<file path="config.mk">
export PLATFORM = sky130hd
export DESIGN_NAME = uart_tx
export DESIGN_NICKNAME = d
export VERILOG_FILES = /design/src/rtl/uart_pkg.sv /design/src/rtl/uart_baud_tick.sv /design/src/rtl/uart_tx.sv
export SDC_FILE = /design/constraint.sdc
export NUM_CORES = 1
export LEC_CHECK = 0
export CAP_MARGIN = 30
export CORE_MARGIN = 2
export CORE_UTILIZATION = 50
export CTS_CLUSTER_SIZE = 30
export DETAILED_ROUTE_END_ITERATION = 12
export PLACE_DENSITY = 0.74
export SETUP_SLACK_MARGIN = 0.1
export SLEW_MARGIN = 25
export SYNTH_ARGS = -nofsm -noshare
export SYNTH_HDL_FRONTEND = slang
export SYNTH_SLANG_ARGS = --single-unit
</file>
<file path="constraint.sdc">
create_clock -name clk -period 1.5 [get_ports clk]
set_input_delay 0.45 -clock clk [delete_from_list [all_inputs] [get_ports clk]]
set_output_delay 0.45 -clock clk [all_outputs]
set_load 0.02 [all_outputs]
</file>
<file path="src/rtl/uart_pkg.sv">
// Shared UART constants and state encoding for the tx and rx paths.
// Holds frame width, default bit period and the baud counter width helper.
package uart_pkg;

  localparam int DATA_W = 8;
  localparam int IDX_W  = 3;
  localparam int CLKS_PER_BIT_DEF = 10417;

  typedef enum logic [2:0] {
    IDLE   = 3'd0,
    START  = 3'd1,
    DATA   = 3'd2,
    PARITY = 3'd3,
    STOP   = 3'd4
  } uart_state_e;

  // A one-cycle bit period still needs a 1-bit counter.
  function automatic int cnt_w(input int n);
    return (n > 1) ? $clog2(n) : 1;
  endfunction

endpackage

</file>
<file path="src/rtl/uart_baud_tick.sv">
// Baud counter: counts 0..CLKS_PER_BIT-1 while enabled, held at 0 otherwise.
// Ports: clk, rst (sync, high), en_i, tick_o (high on the last count).
module uart_baud_tick
  import uart_pkg::*;
#(
  parameter int CLKS_PER_BIT = CLKS_PER_BIT_DEF
) (
  input  logic clk,
  input  logic rst,
  input  logic en_i,
  output logic tick_o
);

  localparam int CW = cnt_w(CLKS_PER_BIT);
  localparam logic [CW-1:0] LAST = CW'(CLKS_PER_BIT - 1);

  logic [CW-1:0] cnt_q;
  logic [CW-1:0] cnt_d;

  assign tick_o = en_i && (cnt_q == LAST);

  always_comb begin
    cnt_d = cnt_q;
    if (!en_i) begin
      cnt_d = '0;
    end else if (cnt_q == LAST) begin
      cnt_d = '0;
    end else begin
      cnt_d = cnt_q + 1'b1;
    end
  end

  always_ff @(posedge clk) begin
    if (rst) begin
      cnt_q <= '0;
    end else begin
      cnt_q <= cnt_d;
    end
  end

endmodule

</file>
<file path="src/rtl/uart_tx.sv">
// UART transmitter: start, 8 data bits LSB first, optional even parity, stop.
// Ports: clk, rst, data/data_valid/data_ready in, tx line, busy, done pulse.
module uart_tx
  import uart_pkg::*;
#(
  parameter int CLKS_PER_BIT = CLKS_PER_BIT_DEF,
  parameter bit PARITY_EN    = 1'b1
) (
  input  logic              clk,
  input  logic              rst,
  input  logic [DATA_W-1:0] data,
  input  logic              data_valid,
  output logic              data_ready,
  output logic              tx,
  output logic              busy,
  output logic              done
);

  localparam logic [IDX_W-1:0] LAST_IDX = IDX_W'(DATA_W - 1);

  uart_state_e state_q;
  uart_state_e state_d;

  logic [DATA_W-1:0] shift_q;
  logic [DATA_W-1:0] shift_d;
  logic [IDX_W-1:0]  idx_q;
  logic [IDX_W-1:0]  idx_d;
  logic              par_q;
  logic              par_d;
  logic              tx_q;
  logic              tx_d;
  logic              done_q;
  logic              done_d;
  logic              bit_tick;
  logic              accept;

  assign data_ready = (state_q == IDLE);
  assign busy       = (state_q != IDLE);
  assign accept     = data_valid && data_ready;
  assign tx         = tx_q;
  assign done       = done_q;

  uart_baud_tick #(
    .CLKS_PER_BIT(CLKS_PER_BIT)
  ) u_baud (
    .clk   (clk),
    .rst   (rst),
    .en_i  (busy),
    .tick_o(bit_tick)
  );

  // tx_d is the line value for the state being entered, so the
  // registered tx changes on the same edge as the state.
  always_comb begin
    state_d = state_q;
    shift_d = shift_q;
    idx_d   = idx_q;
    par_d   = par_q;
    tx_d    = tx_q;
    done_d  = 1'b0;
    unique case (state_q)
      IDLE: begin
        tx_d = 1'b1;
        if (accept) begin
          state_d = START;
          shift_d = data;
          par_d   = ^data;
          idx_d   = '0;
          tx_d    = 1'b0;
        end
      end
      START: begin
        if (bit_tick) begin
          state_d = DATA;
          tx_d    = shift_q[0];
        end
      end
      DATA: begin
        if (bit_tick) begin
          shift_d = shift_q >> 1;
          if (idx_q == LAST_IDX) begin
            idx_d = '0;
            if (PARITY_EN) begin
              state_d = PARITY;
              tx_d    = par_q;
            end else begin
              state_d = STOP;
              tx_d    = 1'b1;
            end
          end else begin
            idx_d = idx_q + 1'b1;
            tx_d  = shift_q[1];
          end
        end
      end
      PARITY: begin
        if (bit_tick) begin
          state_d = STOP;
          tx_d    = 1'b1;
        end
      end
      STOP: begin
        if (bit_tick) begin
          state_d = IDLE;
          tx_d    = 1'b1;
          done_d  = 1'b1;
        end
      end
      default: begin
        state_d = IDLE;
        tx_d    = 1'b1;
      end
    endcase
  end

  always_ff @(posedge clk) begin
    if (rst) begin
      state_q <= IDLE;
      shift_q <= '0;
      idx_q   <= '0;
      par_q   <= 1'b0;
      tx_q    <= 1'b1;
      done_q  <= 1'b0;
    end else begin
      state_q <= state_d;
      shift_q <= shift_d;
      idx_q   <= idx_d;
      par_q   <= par_d;
      tx_q    <= tx_d;
      done_q  <= done_d;
    end
  end

endmodule

</file>
# Word level (Yosys, flattened, before mapping)
# Cells that the tools add are included.
[op_classes] add_sub_neg=2 eq_ne=13 muxes=21 n_bitwise=2 reduce_logical=13
[op_table] op="3-bit two-way mux" n=9
[op_table] op="8-bit two-way mux" n=2
[op_table] op="8-bit case mux with 2 select lines" n=1
[op_table] op="3-bit case mux with 5 select lines" n=1
[op_table] op="14-bit by 1-bit adder with 14-bit output, second input constant" n=1
[op_table] op="14-bit equality test, second input constant" n=1
[op_table] op="2-bit inequality test, second input constant" n=5
[op_table] op="8-bit parity" n=1
[op_table] op="3-bit by 2-bit equality test with 1-bit output, second input constant" n=2
[op_table] op="3-bit equality test, second input constant" n=2
[op_table] op="1-bit two-way mux" n=6
[op_table] op="3-bit case mux with 2 select lines" n=1
[op_table] op="3-bit AND reduction" n=2
[op_table] op="6-bit AND reduction" n=1
[op_table] op="2-bit by 1-bit inequality test with 1-bit output, second input constant" n=2
[op_table] op="1-bit case mux with 4 select lines" n=1
[op_table] op="2-bit OR reduction" n=2
[op_table] op="3-bit by 1-bit adder with 3-bit output, second input constant" n=1
[op_table] op="3-bit by 1-bit equality test with 1-bit output, second input constant" n=1
[op_table] op="3-bit logical NOT" n=1
[op_table] op="3-bit nonzero test" n=1
[op_table] op="3-bit OR reduction" n=1
[op_table] op="1-bit logical AND" n=2
[op_table] op="1-bit inverter" n=2
[op_table] op="other kinds (2)" n=2
[totals] regBits=31 in_bits=11 out_inout_bits=4

# Longest topological paths before layout
# Gate-level depths: netlist of run 1.
[logic_depth] word_depth=4 mapped_depth=8 ltp_nobuf=6

# By module
# A second synthesis of run 1 with hierarchy kept.
[hier_totals] cells_unflattened=169 area_unflattened_um2=1546.5
[modules_own_cells] mod="uart_tx" instances=1 cells_per_inst=96 area_per_inst_um2=870.8
[modules_own_cells] mod="uart_baud_tick" instances=1 cells_per_inst=73 area_per_inst_um2=675.6

# Least setup slack after synthesis of run 1
# No wires, ideal clock.
[synth_timing] path_type="register to output" start="register state_q[1]" end="output port busy" arrival_ns=1.257 setup_slack_ns=-0.207 path_stages_with_launch=3 path_buffers=0 cell_sequence="dfxtp_1 > nor3_1 > inv_1"
[synth_via] elab_chain_cells=1
[synth_lines] element="start, declared" line="uart_tx.sv:21" text="uart_state_e state_q;"
[synth_lines] element="start signal, assigned" line="uart_tx.sv:125" text="state_q <= state_d;"
[synth_lines] element="3-bit nonzero test" line="uart_tx.sv:38" text="assign busy = (state_q != IDLE);"
[synth_lines] element="end, declared" line="uart_tx.sv:15" text="output logic busy,"
# No other way between the ends.

# Final worst setup path of run 1
[layout_timing] start="register u_baud.cnt_q[0]" end="register shift_q[4]"
[layout_via] elab_chain_cells=4
[layout_lines] element="start, declared" line="uart_baud_tick.sv:17" text="logic [CW-1:0] cnt_q;"
[layout_lines] element="start signal, assigned" line="uart_baud_tick.sv:37" text="cnt_q <= cnt_d;"
[layout_lines] element="14-bit equality test" line="uart_baud_tick.sv:20" text="assign tick_o = en_i && (cnt_q == LAST);"
[layout_lines] element="1-bit logical AND" line="uart_baud_tick.sv:20"
[layout_lines] element="2-bit inequality test (no source line)"
[layout_lines] element="3-bit AND reduction (no source line)"
[layout_lines] element="end signal, assigned" line="uart_tx.sv:126" text="shift_q <= shift_d;"
[layout_lines] element="end, declared" line="uart_tx.sv:24" text="logic [DATA_W-1:0] shift_q;"
# No other way between the ends.
# A chain may end at the register's enable or synchronous reset.

==> flow_summary.toml, run 1 <==
[placement]
place_ws_ns = -0.5015
postPlaceCellArea_mm2 = 0.002024
hpwl_um = 2758
io_buffers = 14
routabilityCongestion = 0.8260

[logic_synthesis]
synth_edf_count = 0
syn_inst = 173
synth_top_area_share_pct = 38.84
syn_nets = 188
ys_ff_latch = 31
yosysSeqAreaShare_pct = 38.84
synth_ff_type = "dfxtp_1"
ys_warn_count = 0
syn_area_per_cell_um2 = 9.236
yosysUniqueCellTypes = 49
synth_area_mm2 = 0.001598
synth_largest_area_cell = "dfxtp_1"
yosys.cell_count.top_type = "dfxtp_1"
async_flop_share_pct = 0
synth.top_cells.by_area = "dfxtp_1 (39%), xnor2_1 (7.1%), nor2_1 (6.8%)"
yosys-top-cells-count = "dfxtp_1 (31), nor2_1 (29), xnor2_1 (13), a21oi_1 (8)"

[grt]
grt_overflow_total = 0
grt_max_degree = 15
grt_pass1_wl_um = 6658
grtUsageTotal_pct = 24.64
grt_antenna_before_repair = 0
grt_pass1_vias = 1529

[final_layout]
antenna_cells = 0
drive_gt1_share_pct = 46.35
nets = 247
seqCellArea_um2 = 628.1
num-fill-cells = 210
area_growth_pct = 48.86
multi_input_area_mm2 = 0.001089
final_area_mm2 = 0.002379

[worst_hold_path]
hold_path.class = "register to register"

[status]
violations = "negative setup slack"
outcome = "finished, violations left"

[sta]
fin_skew_ns = 0.009658
max_freq_mhz = 619.3
slew_viol_final = 0
postLayoutSetupSlackWorst_ns = -0.1146
hold_viol = 0
rsz0062_at_grt = "true"
setup_violations = 20
worst_pin_slew_ns = 0.3735
min_period_over_period_pct = 107.6
min_period_ns = 1.615
slew_headroom_pct = 74.78

[detailed_routing]
route.detailed.drc = 0
post_drt_wl_per_cell_um = 16.12
viasPerCell = 5.646
drt-total-wl_um = 4466
drtIter0Drc = 135
firstDrtPassIters = 4
vias = 1564
drtAntennaViolNets = 0

[worst_setup_path]
arrival_ns = 1.89
cp_slowest_cell = "dfxtp_2"
critical_path_class = "register to register"
start_kind = "register"
cp_slowest_stage_delay_ns = 0.33
critPathRequiredTime_ns = 1.77
critical-path-top-delay-family = "compound AO/OA/AOI/OAI gates"
crit_path_end_kind = "register"
cp_max_fo = 8
cp_cell_sequence = "inv_2, ha_4, nor4b_4, buf_4, nand4_4, o21ai_4, o221a_1"
crit_buf_inv = 2

[power]
max-vdd-ir-drop_mv = 0.5210
power.density_mw_per_mm2 = 722.4
p_int_mw = 1.283
p_switching_mw = 0.4357
switching_share_pct = 25.36
pwr-share-comb_pct = 16.5
seqPwrFrac_pct = 50.5
p_leak_nw = 0.8942
p_clk_share_pct = 33.0

[clock_tree]
worstSkewPairLatency_ns = 0.33
clk_pin_slew_ns = 0.10
clockBufferDepth = 2
numCtsBuffers = 5
cts_tree = "built"
holdBufCountCts = 0
root_buffer = "clkbuf_4"
htreeDepth = 2
cts_num_sinks = 31

[floorplan]
rows = 20
die_x_um = 60.53
start_util_pct = 52.34
chipHeight_um = 60.53
io_pins = 15
core_region_area_mm2 = 0.003053
die_area_mm2 = 0.003664

[flow_run]
cap_violations = 0
-- kinds of logic (layout without fill, tap and decap cells) --
kind of cell,Yosys count,in the layout,share of synthesized area (%)
simple gates,75,76,28.03
compound gates,31,31,15.74
flops,31,31,38.84
xor+xnor,17,17,9.319
buf+inv,15,74,4.932
fa+ha+maj,4,4,3.132
-- cells in the final DEF (no fill, tap or decap), types with 2 or more instances in the layout --
master           Yosys  routed
or3_4                0       3
nand4_1              3       3
nor2_2               0       7
nor2_1              29      20
clkdlybuf4s50_1      0       8
nand3_2              1       4
nand3_1              7       4
buf_4                0      40
buf_8                1       2
nand4b_1             3       3
o21ai_0              2       2
inv_1                5       2
nand2b_1             2       2
dfxtp_1             31      25
nor4_1               2       2
and2_1               2       2
dfxtp_2              0       6
clkbuf_8             0       2
buf_6                1       6
clkbuf_4             0       5
o211ai_1             3       3
a21oi_2              0       3
ha_1                 4       2
xor2_1               4       4
nor2_4               0       2
nor3_4               0       2
inv_2                1       4
a211oi_2             1       2
nand2_1              6       5
a21o_1               2       2
xnor2_2              0       2
xnor2_1             13      11
a21oi_1              8       5
o221a_1              7       7
or4b_4               1       2
-- final timing paths --
check | start | endpoint | slack, ns | cells past startpoint
max | u_baud.cnt_q[0]$_SDFF_PP0_ | shift_q[4]$_SDFFE_PP0P_ | -0.11 | 7
min | u_baud.cnt_q[13]$_SDFF_PP0_ | u_baud.cnt_q[13]$_SDFF_PP0_ | 0.51 | 2
max reg2reg | u_baud.cnt_q[0]$_SDFF_PP0_ | shift_q[4]$_SDFFE_PP0P_ | -0.11 | 7
min reg2reg | u_baud.cnt_q[13]$_SDFF_PP0_ | u_baud.cnt_q[13]$_SDFF_PP0_ | 0.51 | 2
-- what timing repair did --
| action | in CTS | in global routing |
|---|---|---|
| gates resized for setup | 37 | 33 |
| pin swaps | 19 | 18 |
| endpoints found under the setup margin | 34 | 34 |
| gates cloned | 1 | 1 |
| setup buffers | 8 | 2 |
-- state kept, by name, summed over array words and instances, names as in the netlist --
signal and count:
state_q 3, tx 1, u_baud.cnt_q 14, idx_q 3, shift_q 8, par_q 1, done 1
-- layer usage --
layer  vias up  share of wire, %  GRT usage (%)
met1       745                42          29.34
li1        741                 -              -
met2        62                49          42.39
met5         -                 0              0
met3        16               5.1          6.397
met4         0               3.4          9.938
-- final cells by class --
type | instances | area share (%)
Timing Repair Buffer | 60 | 21.67
Sequential cell | 31 | 26.41
Multi-Input combinational cell | 128 | 45.77
Inverter | 6 | 0.9469
Clock buffer | 8 | 2.893
Tap cell | 44 | 2.315
-- worst register-to-register path: cells and delay by family (launching register included) --
kind / cells / cell delay [ns]
adder cells (fa/ha/maj): 1 / 0.12
buffers and inverters: 2 / 0.23
AO/OA/AOI/OAI: 2 / 0.53
flip-flops: 1 / 0.33
AND/OR/NAND/NOR: 2 / 0.34
-- power groups by stage --
stage          Sequential [mW]  Clock, mW  Combinational (mW)
2_1_floorplan            0.885          0               0.135
3_3_place_gp             0.883          0               0.223
3_5_place_dp             0.884          0               0.231
4_1_cts                  0.867      0.576               0.256
5_1_grt                  0.870      0.608               0.305
6_report                 0.868      0.567               0.283
-- through the flow --
step           util (%)  hold WS (ns)  std cells  setup TNS, ns  power (mW)
2_1_floorplan         -        0.4216        173       -0.07661       1.019
3_3_place_gp      66.31        0.4739        257         -6.677       1.106
3_5_place_dp      66.31        0.4863        257         -7.285       1.115
4_1_cts           73.69        0.4982        274         -1.038       1.699
5_1_grt           77.91        0.5334        277         -3.002       1.783
6_report          77.91        0.5109        277         -1.198       1.718
Power figures use the tool's default switching activity.
==> run 2, diff against run 1 <==
--- a/config.mk
+++ b/config.mk
@@ -10,7 +10,7 @@
 export CORE_UTILIZATION = 50
 export CTS_CLUSTER_SIZE = 30
 export DETAILED_ROUTE_END_ITERATION = 12
-export PLACE_DENSITY = 0.74
+export PLACE_DENSITY = 0.78
 export SETUP_SLACK_MARGIN = 0.1
 export SLEW_MARGIN = 25
 export SYNTH_ARGS = -nofsm -noshare
==> run 2 against run 1 <==
Compared with the run above:
- the run still ends with negative setup slack left
- worst hold slack better by 0.021 ns
- critical path depth decreased by 2
- core utilization is 1.7 points higher
- clock-buffer cell count unchanged
- global-route usage grew 1.4 points
- final cell count up 1.1%
- critical path type unchanged
- largest cell class unchanged
- critical endpoint is now shift_q[3]$_SDFFE_PP0P_
==> flow_summary.toml, run 2 (synthesis gave the netlist of run 1 again) <==
[clock_tree]
cts_num_sinks = 31
htreeDepth = 2
worstSkewPairLatency_ns = 0.35
numCtsBuffers = 5
cts_tree = "built"
clk_pin_slew_ns = 0.10
root_buffer = "clkbuf_4"
clockBufferDepth = 2

[flow_run]
cap_violations = 0

[floorplan]
chipHeight_um = 60.53
io_pins = 15
die_x_um = 60.53
rows = 20
die_area_mm2 = 0.003664
core_region_area_mm2 = 0.003053
start_util_pct = 52.34

[sta]
rsz0062_at_grt = "true"
worst_pin_slew_ns = 0.4314
postLayoutSetupSlackWorst_ns = -0.07773
setup_violations = 17
min_period_ns = 1.578
slew_viol_final = 0
min_period_over_period_pct = 105.2
fin_skew_ns = 0.007396
hold_viol = 0
finalSetupTns_ns = -0.6022
max_freq_mhz = 633.8
slew_headroom_pct = 70.86

[final_layout]
drive_gt1_share_pct = 47.46
top_register = "u_baud.cnt_q"
antenna_cells = 0
area_growth_pct = 52.15
reg.largest.list = "u_baud.cnt_q: 14 flops, shift_q: 8 flops"
num-fill-cells = 194
final_common_cell = "buf_4"
nets = 250
layout_common_cells = "buf_4 (43), dfxtp_1 (23), nor2_1 (16)"
largest_reg_flops = 14

[power]
power.density_mw_per_mm2 = 711.5
max-vdd-ir-drop_mv = 0.5572
power_mw = 1.730
p_leak_nw = 0.8990

[placement]
io_buffers = 14
hpwl_um = 2781
routabilityCongestion = 0.8709

[detailed_routing]
vias = 1547
drtAntennaViolNets = 0
viasPerCell = 5.525
drtIter0Drc = 134
post_drt_wl_per_cell_um = 15.51
drt-total-wl_um = 4343
route.detailed.drc = 0
firstDrtPassIters = 5

[worst_setup_path]
cp-startpoint = "state_q[1]$_SDFFE_PP0P_"
critPathRequiredTime_ns = 1.75
worstSetupEndpoint = "shift_q[3]$_SDFFE_PP0P_"
start_kind = "register"
r2r-start = "state_q[1]$_SDFFE_PP0P_"
reg2reg_slack_ns = -0.08
critical_path_class = "register to register"
cp_max_fo = 7
reg2reg_to = "shift_q[3]$_SDFFE_PP0P_"
crit_path_end_kind = "register"
worst-r2r-cell-count = 5
arrival_ns = 1.82

[status]
outcome = "finished, violations left"
violations = "negative setup slack"

[grt]
grt_antenna_before_repair = 0
grt_pass1_vias = 1530
grtUsageTotal_pct = 26.03
grt_pass1_wl_um = 6851
grt_overflow_total = 0
grt_max_degree = 19

[worst_hold_path]
hold_path.class = "register to register"
run 2: how the worst min path moves through the flow:
stage          slack [ns]  cells after the start                       start                    endpoint
3_5_place_dp         0.51                      2       idx_q[2]$_SDFFE_PP0P_       idx_q[2]$_SDFFE_PP0P_
3_3_place_gp         0.49                      2       idx_q[1]$_SDFFE_PP0P_       idx_q[1]$_SDFFE_PP0P_
4_1_cts              0.52                      2       idx_q[2]$_SDFFE_PP0P_       idx_q[2]$_SDFFE_PP0P_
6_report             0.53                      2       idx_q[1]$_SDFFE_PP0P_       idx_q[1]$_SDFFE_PP0P_
2_1_floorplan        0.42                      1  u_baud.cnt_q[0]$_SDFF_PP0_  u_baud.cnt_q[0]$_SDFF_PP0_
5_1_grt              0.54                      2       idx_q[1]$_SDFFE_PP0P_       idx_q[1]$_SDFFE_PP0P_
run 2: stage by stage:
stage / hold WS, ns / std cells / worst slack (ns) / cell area (um2) / utilization, %
after floorplan: 0.4216 / 173 / -0.01821 / 1633 / -
after global placement: 0.4893 / 263 / -0.3734 / 2069 / 67.79
after detailed placement: 0.5052 / 263 / -0.4214 / 2069 / 67.79
after CTS: 0.5159 / 276 / -0.05501 / 2277 / 74.59
after global routing: 0.5357 / 280 / -0.1366 / 2431 / 79.63
final: 0.5317 / 280 / -0.07773 / 2431 / 79.63
run 2: per-layer routing:
metal | GRT usage, % | share of wire, % | wire length (um)
met4 | 15.53 | 3.5 | 152
met5 | 0 | 0 | 0
met2 | 47.36 | 55 | 2371
met1 | 27.44 | 36 | 1585
met3 | 5.544 | 5.4 | 234
run 2: what timing repair did:
item | in CTS | in global routing
hold buffers | 0 | 0
gates cloned | 2 | 0
endpoints found under the setup margin | 34 | 34
gates resized for setup | 45 | 36
hold endpoints to repair | 0 | 0
pin swaps | 20 | 20
buffers inserted | 3 | 4
run 2: area by class of cell:
type,instances,area (um2),share of cell area [%]
sequential,31,630.6,25.94
clock buffer,8,68.82,2.831
inverter,6,22.52,0.9264
multi-input combinational,128,1115,45.86
timing repair buffer,63,539.3,22.18
tap,44,55.05,2.265
run 2: report_power, final:
part           internal, mW  total [mW]  switching [mW]  leakage [nW]
clock network         0.275       0.573           0.298        0.0386
logic                 0.157       0.289           0.131         0.604
registers             0.850       0.868          0.0183         0.256
run 2: worst max-delay path: stages (launching register included):
cell     delay (ns)
dfxtp_2        0.35
buf_4          0.17
or4b_4         0.61
nor2_1         0.17
nor2_1         0.06
o221a_1        0.12
==> run 3, diff against run 2 <==
--- a/config.mk
+++ b/config.mk
@@ -11,6 +11,7 @@
 export CTS_CLUSTER_SIZE = 30
 export DETAILED_ROUTE_END_ITERATION = 12
 export PLACE_DENSITY = 0.78
+export RECOVER_POWER = 100
 export SETUP_SLACK_MARGIN = 0.1
 export SLEW_MARGIN = 25
 export SYNTH_ARGS = -nofsm -noshare
==> run 3 against run 2 <==
Compared with the run above:
- the flow still finishes with violations (negative setup slack)
- clock skew barely moved
- die area did not move
- clock-buffer cell count did not move
- core utilization fell by 0.082 points
- final cell count did not move
- sequential power barely moved
- critical path type unchanged
- largest cell class unchanged
==> flow_summary.toml, run 3 (synthesis gave the netlist of run 1 again) <==
[status]
outcome = "finished, violations left"
violations = "negative setup slack"

[flow_run]
cap_violations = 0

[clock_tree]
clk_pin_slew_ns = 0.10
worstSkewPairLatency_ns = 0.35
holdBufCountCts = 0
root_buffer = "clkbuf_4"
clockBufferDepth = 2
htreeDepth = 2
cts_num_sinks = 31
cts_tree = "built"
numCtsBuffers = 5

[worst_setup_path]
crit_path_end_kind = "register"
cpMostUsedCell = "nor2_1"
critical_path_class = "register to register"
worst-r2r-cell-count = 5
critPathRequiredTime_ns = 1.74
cp_max_fo = 7
reg2reg_slack_ns = -0.08
start_kind = "register"
reg2reg_to = "shift_q[3]$_SDFFE_PP0P_"
cp_slowest_cell = "or4b_4"
arrival_ns = 1.83
cp_slowest_stage_delay_ns = 0.61
r2r-start = "state_q[1]$_SDFFE_PP0P_"
cp_cell_sequence = "buf_4, or4b_4, nor2_1, nor2_1, o221a_1"

[power]
p_leak_nw = 0.8932
seqPwrFrac_pct = 50.3
switching_share_pct = 25.82
p_switching_mw = 0.4460
max-vdd-ir-drop_mv = 0.5566
power.density_mw_per_mm2 = 711.2
pwr-share-comb_pct = 16.6
p_clk_share_pct = 33.1
p_int_mw = 1.281

[grt]
grt_overflow_total = 0
grt_max_degree = 19
grt_pass1_wl_um = 6851
grt_antenna_before_repair = 0
grt_pass1_vias = 1530
grtUsageTotal_pct = 26.03

[sta]
holdWs_ns = 0.5327
max_freq_mhz = 631.1
min_period_ns = 1.585
slew_headroom_pct = 70.86
postLayoutSetupSlackWorst_ns = -0.08459
slew_viol_final = 0
rsz0062_at_grt = "true"
worst_pin_slew_ns = 0.4314
hold_viol = 0
fin_skew_ns = 0.007534
setup_violations = 17
min_period_over_period_pct = 105.6

[detailed_routing]
route.detailed.drc = 0
drtAntennaViolNets = 0
drtIter0Drc = 134
post_drt_wl_per_cell_um = 15.49
viasPerCell = 5.532
drt-total-wl_um = 4337
firstDrtPassIters = 4
vias = 1549

[floorplan]
start_util_pct = 52.34
rows = 20
core_region_area_mm2 = 0.003053
chipHeight_um = 60.53
die_area_mm2 = 0.003664
io_pins = 15
die_x_um = 60.53

[final_layout]
layout_common_cells = "buf_4 (43), dfxtp_1 (23), nor2_1 (16)"
num-fill-cells = 195
reg.largest.list = "u_baud.cnt_q: 14 flops, shift_q: 8 flops"
nets = 250
final_common_cell = "buf_4"
largest_reg_flops = 14
drive_gt1_share_pct = 46.61
antenna_cells = 0
top_register = "u_baud.cnt_q"
area_growth_pct = 52.00

[placement]
hpwl_um = 2781
routabilityCongestion = 0.8709
place_ws_ns = -0.4214
io_buffers = 14

[worst_hold_path]
min-delay-start = "idx_q[1]$_SDFFE_PP0P_"
hold_path.class = "register to register"
min_path_cells = 2
worstHoldEndpoint = "idx_q[1]$_SDFFE_PP0P_"
## run 3: cell types whose count changed in the layout (fill, tap and decap cells not counted), sizes merged
cell	change
buf	-2
clkbuf	+2
dlygate4sd3	+1
clkdlybuf4s50	-1
## run 3: area by class of cell
class	count	area, um2	area share (%)
Clock buffer	8	68.82	2.834
Multi-Input combinational cell	128	1115	45.90
Timing Repair Buffer	63	536.8	22.10
Sequential cell	31	630.6	25.97
Inverter	6	22.52	0.9274
Tap cell	44	55.05	2.267
## run 3: power groups by stage
| stage | combinational (mW) | clock (mW) | sequential, mW |
|---|---|---|---|
| final | 0.287 | 0.571 | 0.869 |
| after global routing | 0.306 | 0.601 | 0.871 |
| after CTS | 0.264 | 0.572 | 0.868 |
| after detailed placement | 0.233 | 0 | 0.884 |
| after global placement | 0.226 | 0 | 0.883 |
| after floorplan | 0.135 | 0 | 0.885 |
## run 3: per-layer routing
layer | global-route usage, % | part of all wire, % | up-vias
met3 | 5.544 | 3.7 | 15
met5 | 0 | 0 | -
met2 | 47.36 | 55 | 37
met4 | 15.53 | 3.4 | 0
met1 | 27.44 | 38 | 744
li1 | - | - | 753
## run 3: metrics by stage
step	utilization, %	setup TNS [ns]	cell area, um2	cells	total power [mW]
2_1_floorplan	-	-0.07661	1633	173	1.019
3_3_place_gp	67.79	-5.931	2069	263	1.109
3_5_place_dp	67.79	-6.285	2069	263	1.117
4_1_cts	74.59	-0.8621	2277	276	1.704
5_1_grt	79.55	-1.943	2429	280	1.779
6_report	79.55	-0.6358	2429	280	1.727
## run 3: worst max-delay path, delay by kind of cell, from the launching register on
kind,cells,cell delay [ns]
compound gates,1,0.12
buf+inv,1,0.17
flops,1,0.35
simple gates,3,0.84
## run 3: worst max path at each step
stage | start | end | slack [ns] | cells after the start
finish | state_q[1]$_SDFFE_PP0P_ | shift_q[3]$_SDFFE_PP0P_ | -0.08 | 5
global route | state_q[1]$_SDFFE_PP0P_ | shift_q[3]$_SDFFE_PP0P_ | -0.14 | 5
CTS | u_baud.cnt_q[0]$_SDFF_PP0_ | u_baud.cnt_q[13]$_SDFF_PP0_ | -0.06 | 7
detailed placement | data_valid | shift_q[0]$_SDFFE_PP0P_ | -0.42 | 5
global placement | data_valid | shift_q[4]$_SDFFE_PP0P_ | -0.37 | 4
floorplan | u_baud.cnt_q[0]$_SDFF_PP0_ | u_baud.cnt_q[0]$_SDFF_PP0_ | -0.02 | 8
## run 3: what timing repair did
action                     in CTS  in global routing
gates cloned                    2                  0
pin swaps                      20                 20
hold endpoints to repair        0                  0
setup endpoints to repair      34                 34
setup buffers                   3                  4
gates resized for setup        45                 36
